## src/rtl/set_sched.sv

```systemverilog
// Two-port round-robin job scheduler for the circle-count engine: one job in flight, watchdog on the engine response.
// Accept to res_valid is 3 cycles plus engine latency (1 cycle for illegal mode); result held until res_ready.
module set_sched #(
   parameter int unsigned TIMEOUT = 64
) (
   input  logic        clk,
   input  logic        rst,
   input  logic        req0_valid,
   input  logic        req1_valid,
   output logic        req0_ready,
   output logic        req1_ready,
   input  logic [23:0] req0_central,
   input  logic [23:0] req1_central,
   input  logic [11:0] req0_radius,
   input  logic [11:0] req1_radius,
   input  logic [1:0]  req0_mode,
   input  logic [1:0]  req1_mode,
   output logic        eng_en,
   output logic [23:0] eng_central,
   output logic [11:0] eng_radius,
   output logic [1:0]  eng_mode,
   input  logic        eng_valid,
   input  logic [7:0]  eng_candidate,
   output logic        res_valid,
   input  logic        res_ready,
   output logic        res_id,
   output logic [7:0]  res_candidate,
   output logic        res_err
);

   typedef enum logic [1:0] {IDLE, ISSUE, WAIT, RESP} state_t;

   typedef struct packed {
      logic [23:0] central;
      logic [11:0] radius;
      logic [1:0]  mode;
   } job_t;

   localparam logic [7:0] WD_LAST = 8'(TIMEOUT - 1);

   state_t     state_q, state_d;
   job_t       job_q, job_d;
   logic       ptr_q, ptr_d;
   logic       id_q, id_d;
   logic       eng_en_q, eng_en_d;
   logic       res_valid_q, res_valid_d;
   logic [7:0] cand_q, cand_d;
   logic       err_q, err_d;
   logic [7:0] wd_q, wd_d;
   logic       grant0, grant1;
   job_t       sel_job;

   // Pointer only breaks ties; a lone requester always wins.
   always_comb begin
      grant0 = 1'b0;
      grant1 = 1'b0;
      if (state_q == IDLE) begin
         if (req0_valid && req1_valid) begin
            grant0 = ~ptr_q;
            grant1 = ptr_q;
         end else begin
            grant0 = req0_valid;
            grant1 = req1_valid;
         end
      end
   end

   assign sel_job = grant1 ? job_t'{req1_central, req1_radius, req1_mode}
                           : job_t'{req0_central, req0_radius, req0_mode};

   always_comb begin
      state_d     = state_q;
      job_d       = job_q;
      ptr_d       = ptr_q;
      id_d        = id_q;
      eng_en_d    = 1'b0;
      res_valid_d = res_valid_q;
      cand_d      = cand_q;
      err_d       = err_q;
      wd_d        = wd_q;
      unique case (state_q)
         IDLE: begin
            if (grant0 || grant1) begin
               job_d = sel_job;
               id_d  = grant1;
               if (sel_job.mode == 2'd3) begin
                  state_d     = RESP;
                  res_valid_d = 1'b1;
                  cand_d      = 8'd0;
                  err_d       = 1'b1;
               end else begin
                  state_d  = ISSUE;
                  eng_en_d = 1'b1;
               end
            end
         end
         ISSUE: begin
            wd_d    = 8'd0;
            state_d = WAIT;
         end
         WAIT: begin
            wd_d = wd_q + 8'd1;
            if (eng_valid) begin
               state_d     = RESP;
               res_valid_d = 1'b1;
               cand_d      = eng_candidate;
               err_d       = 1'b0;
            end else if (wd_q == WD_LAST) begin
               state_d     = RESP;
               res_valid_d = 1'b1;
               cand_d      = 8'd0;
               err_d       = 1'b1;
            end
         end
         RESP: begin
            if (res_ready) begin
               state_d     = IDLE;
               res_valid_d = 1'b0;
               ptr_d       = ~id_q;
            end
         end
         default: state_d = IDLE;
      endcase
   end

   always_ff @(posedge clk or posedge rst) begin
      if (rst) begin
         state_q     <= IDLE;
         job_q       <= '0;
         ptr_q       <= 1'b0;
         id_q        <= 1'b0;
         eng_en_q    <= 1'b0;
         res_valid_q <= 1'b0;
         cand_q      <= 8'd0;
         err_q       <= 1'b0;
         wd_q        <= 8'd0;
      end else begin
         state_q     <= state_d;
         job_q       <= job_d;
         ptr_q       <= ptr_d;
         id_q        <= id_d;
         eng_en_q    <= eng_en_d;
         res_valid_q <= res_valid_d;
         cand_q      <= cand_d;
         err_q       <= err_d;
         wd_q        <= wd_d;
      end
   end

   assign req0_ready    = grant0;
   assign req1_ready    = grant1;
   assign eng_en        = eng_en_q;
   assign eng_central   = job_q.central;
   assign eng_radius    = job_q.radius;
   assign eng_mode      = job_q.mode;
   assign res_valid     = res_valid_q;
   assign res_id        = id_q;
   assign res_candidate = cand_q;
   assign res_err       = err_q;

endmodule
```

## config.mk

```make
export PLATFORM = sky130hd
export DESIGN_NAME = set_sched
export DESIGN_NICKNAME = d
export VERILOG_FILES = /design/src/rtl/set_sched.sv
export SDC_FILE = /design/constraint.sdc
export NUM_CORES = 1
export LEC_CHECK = 0
export CAP_MARGIN = 20
export CORE_MARGIN = 2
export CORE_UTILIZATION = 44
export CTS_CLUSTER_SIZE = 30
export DETAILED_ROUTE_END_ITERATION = 8
export PLACE_DENSITY_LB_ADDON = 0.15
export SYNTH_ARGS = -nofsm -noshare
export SYNTH_HDL_FRONTEND = slang
export SYNTH_SLANG_ARGS = --single-unit
```

## constraint.sdc

```tcl
create_clock -name clk -period 3.5 [get_ports clk]
set_input_delay 0.875 -clock clk [delete_from_list [all_inputs] [get_ports clk]]
set_output_delay 0.875 -clock clk [all_outputs]
set_load 0.005 [all_outputs]
```

==> results.txt <==
The run finished with clean final reports. The count of boundary I/O pins came out at 142. The initial cell density of the core is 0.4598. Traced cell by cell, the critical path runs through clkdlybuf4s50_1 > nand2b_1 > and3_2 > clkdlybuf4s50_1. The main combinational cell family by area after synthesis is compound AO/OA/AOI/OAI gates. The largest single stage delay on the critical path is 590 ps. Among all stages on the critical path, the largest delay is contributed by sky130_fd_sc_hd__clkdlybuf4s50_1. The final route contains 2579 vias.

The total power consumption of the routed design is 3.333 mW. The static leakage is 1.940 nW. The count of buffers added by post-CTS timing repair for setup is 0. The relative slew slack came out at 0.5694. The vertical extent of the die came out at 85.70 microns. The worst clock skew on the final layout is 8.991 ps. 0 antenna diodes ended up in the layout.

The total of endpoints with negative setup slack in the final report is 0. Of the total synthesized cell area, the portion taken by full adders, half adders and majority gates is 0.02130. The clock-pin slew reported for the worst setup and hold paths after clock tree synthesis is 60 ps. For the pin with the worst max-slew slack, the measured transition is 645.9 ps. The number of max-cap violations is 0. In this run the most critical hold path is launched from eng_radius[2]. At the end of the flow, the number of nets in the layout was 518. The die footprint came out at 7344 sq um. The clock net in this run drives a total of 61 sinks. The final antenna-violating net count came out at 0.

At the worst endpoint, the arrival time is 2310 ps. The largest fanout on the critical path is 4. The number of global-route vias before repair is 2640. The area share of and/or/nand/nor cells after synthesis is 0.1146. The synthesized net count came out at 377.

Leaving out filler cells and counting taps, the final layout contains 503. The detailed router finished its first iteration with 100 violations. The sequential share of the synthesized area is 0.5198.

The number of DRC violations after detailed routing is 0. The total global-route track usage came out at 0.2086. Of the total synthesized cell area, the portion taken by XOR and XNOR cells is 0. The synthesized netlist occupies a cell area of 2937 sq um. The required time reported for the critical path endpoint is 2620 ps. The worst hold path terminates at eng_radius[2].

Derived from the worst setup path, the maximum achievable clock frequency is 313.6 MHz. VDD sags by at most 430.4 uV. After synthesis the netlist holds a flip-flop and latch count of 61. The number of antenna violations at the first check in global routing came out at 0. For the worst flop-to-flop path, the logic depth is 6. Buffers inserted during clock tree synthesis total 9. The depth of the worst hold-timing path came out at 2.

STA classifies the critical path startpoint as a primary input. The power density relative to cell area came out at 723.8 nW/um^2. From synthesis to final layout, the design area changed by 56.80%. The clock latency on the worst-skew pair is 330 ps.

The part of the power in the clock network is 0.173. STA classifies the critical path endpoint as an output port. The HPWL reported at the end of detailed placement came out at 5391 microns. The number of buffers inserted by port buffering came out at 141. The setup TNS is 0 ps. The fraction of power consumed by sequential logic came out at 0.353. In this design, the critical path's most frequently occurring cell is sky130_fd_sc_hd__clkdlybuf4s50_1. The die outline width is 85.70 microns. After synthesis, the mean cell area works out to 10.41 sq um.

The clock root buffer is sky130_fd_sc_hd__clkbuf_8. The power dissipated by switching net loads came out at 1.117 mW. The first global-routing pass estimated 12100 microns of wire.

The setup path with the least slack is of type primary input to output port. The routability congestion estimate from global placement came out at 0.8020. The floorplan has 29 rows. The portion of synthesized area spent on multiplexers is 0.1380.

The number of placed instances, taps included, is 489. The share of total power dissipated in combinational logic is 0.474. In the final routed layout, each cell accounts on average for 14.31 microns. In this run the register-to-register setup slack is 1310 ps.

The number of warnings issued by yosys is 0. The maximum level of the CTS H-tree is 3. The total wire length after detailed routing came out at 7196 microns.

Before antenna repair, the detailed router went through 4 iterations. The number of hold-repair buffers added at the cts stage came out at 0. The number of hold-slack violations in the final timing report is 0. Setup repair after global routing left no endpoint under its margin. The number of distinct library cells after synthesis came out at 37. The path class of the tightest hold or removal check is flip-flop to flip-flop.

The smallest clock period supported by the final layout is computed as 3189 ps. TritonCTS built the clock tree. The total global routing overflow is 0. The clock tree buffer depth is 2. The net switching share of the total power is 0.3353. The internal power component is 2.215 mW. The complex-gate fraction of the synthesized area is 0.1606.

The share of layout cells above drive strength 1 came out at 0.06573. The via density per instance is 5.127. The cell count after synthesis came out at 282. The startpoint of the worst-slack reg-to-reg timing path is state_q[0]. The share of the clock period used by the worst path after layout came out at 0.9112.

The capturing point of the worst reg2reg path is eng_central[8]. The area of the placeable core came out at 6386 sq um. The final max-slew violation count came out at 0. On the final layout, the worst hold slack is 477.8 ps. The quantity of gates resized following cts came out at 0. The largest net degree at the start of global routing is 62.
## state kept, by name, summed over array words and instances (netlist names)
| register | count |
|---|---|
| res_valid | 1 |
| res_err | 1 |
| ptr_q | 1 |
| res_id | 1 |
| eng_en | 1 |
| res_candidate | 8 |
| eng_mode | 2 |
| state_q | 2 |
| eng_radius | 12 |
| eng_central | 24 |
| wd_q | 8 |
## layout make-up
| cell class | instances | area, sq um |
|---|---|---|
| repair buffers | 146 | 1461 |
| multi-input cells | 192 | 1287 |
| clock inverters | 1 | 5.005 |
| fillers | 496 | 1782 |
| inverters | 13 | 48.80 |
| well taps | 77 | 96.34 |
| flip-flops and latches | 61 | 1526 |
| clock buffers | 13 | 178.9 |
## layout by cell type (no fill, tap or decap), types with 5 or more instances in the layout
| master | instances |
|---|---|
| sky130_fd_sc_hd__nand3_1 | 5 |
| sky130_fd_sc_hd__a21oi_1 | 6 |
| sky130_fd_sc_hd__dfrtp_1 | 61 |
| sky130_fd_sc_hd__inv_1 | 12 |
| sky130_fd_sc_hd__nand2_1 | 51 |
| sky130_fd_sc_hd__ha_1 | 5 |
| sky130_fd_sc_hd__o21ai_0 | 45 |
| sky130_fd_sc_hd__clkbuf_8 | 13 |
| sky130_fd_sc_hd__clkdlybuf4s50_1 | 141 |
| sky130_fd_sc_hd__a22o_1 | 9 |
| sky130_fd_sc_hd__mux2i_1 | 39 |
## cells in the mapped netlist
cell | instances | area share
sky130_fd_sc_hd__dfrtp_1 | 61 | 0.52
sky130_fd_sc_hd__o2111ai_4 | 1 | 0.0089
sky130_fd_sc_hd__nor4_4 | 1 | 0.0072
sky130_fd_sc_hd__a21o_1 | 4 | 0.010
sky130_fd_sc_hd__buf_2 | 2 | 0.0034
sky130_fd_sc_hd__o21ai_0 | 45 | 0.077
sky130_fd_sc_hd__nor4_1 | 1 | 0.0021
sky130_fd_sc_hd__mux2i_1 | 39 | 0.13
sky130_fd_sc_hd__o211ai_1 | 1 | 0.0026
sky130_fd_sc_hd__nand2_1 | 51 | 0.065
sky130_fd_sc_hd__nor2b_1 | 1 | 0.0021
sky130_fd_sc_hd__a221o_1 | 1 | 0.0034
sky130_fd_sc_hd__ha_1 | 5 | 0.021
sky130_fd_sc_hd__a22o_1 | 9 | 0.027
sky130_fd_sc_hd__o22ai_1 | 2 | 0.0043
sky130_fd_sc_hd__nor3b_2 | 1 | 0.0043
sky130_fd_sc_hd__o2bb2ai_1 | 1 | 0.0030
sky130_fd_sc_hd__buf_6 | 1 | 0.0038
sky130_fd_sc_hd__mux2_4 | 1 | 0.0051
sky130_fd_sc_hd__nor3b_1 | 1 | 0.0026
sky130_fd_sc_hd__nor2_1 | 2 | 0.0026
sky130_fd_sc_hd__a21oi_1 | 6 | 0.010
sky130_fd_sc_hd__nand3_1 | 5 | 0.0085
sky130_fd_sc_hd__nand4_1 | 1 | 0.0021
sky130_fd_sc_hd__o21ai_1 | 1 | 0.0017
sky130_fd_sc_hd__inv_1 | 13 | 0.017
sky130_fd_sc_hd__nor3_1 | 3 | 0.0051
sky130_fd_sc_hd__and3_2 | 1 | 0.0026
sky130_fd_sc_hd__o22ai_2 | 1 | 0.0043
sky130_fd_sc_hd__nand3b_1 | 1 | 0.0026
sky130_fd_sc_hd__nand2b_1 | 1 | 0.0021
sky130_fd_sc_hd__buf_4 | 4 | 0.010
sky130_fd_sc_hd__nand3_2 | 1 | 0.0034
sky130_fd_sc_hd__clkbuf_1 | 9 | 0.012
sky130_fd_sc_hd__o2111ai_1 | 2 | 0.0060
sky130_fd_sc_hd__and3_1 | 1 | 0.0021
sky130_fd_sc_hd__o21a_1 | 1 | 0.0026
## how the worst max path moves through the flow
stage / startpoint / endpoint / slack [ps] / depth (start not counted)
global route: req0_valid / req1_ready / 270 / 4
CTS: req0_valid / req1_ready / 300 / 4
global placement: req0_valid / req1_ready / 350 / 4
finish: req0_valid / req1_ready / 310 / 4
floorplan: rst / eng_central[0] / 1110 / 1
detailed placement: req0_valid / req1_ready / 320 / 4
## critical path, delay by kind of cell
kind          cells  cell delay [ps]
simple gates      2              380
buf+inv           2             1060
## stage by stage
stage          setup slack (ps)    util  instance area, sq um
6_report                  310.9  0.7210                  4604
3_3_place_gp              353.3  0.6922                  4420
4_1_cts                   305.0  0.7210                  4604
5_1_grt                   273.1  0.7210                  4604
3_5_place_dp              319.9  0.6922                  4420
2_1_floorplan              1112       -                  2937
## power by group through the flow
stage	Combinational [mW]	Sequential (mW)	Clock [mW]
3_3_place_gp	1.57	1.17	0
2_1_floorplan	0.755	1.19	0
3_5_place_dp	1.60	1.19	0
4_1_cts	1.61	1.18	0.594
6_report	1.58	1.18	0.577
5_1_grt	1.75	1.22	0.625
## kinds of logic after synthesis
logic type,count (synthesis)
fa+ha+maj,5
buf+inv,29
compound gates,75
mux,40
flops,61
simple gates,72
## routing by layer
| metal | global-route usage | share of wire |
|---|---|---|
| met1 | 0.2531 | 0.41 |
| met2 | 0.3416 | 0.47 |
| met3 | 0.07796 | 0.094 |
| met4 | 0.07504 | 0.018 |
| met5 | 0 | 0 |
No activity file was read; power rests on OpenSTA's default activity.
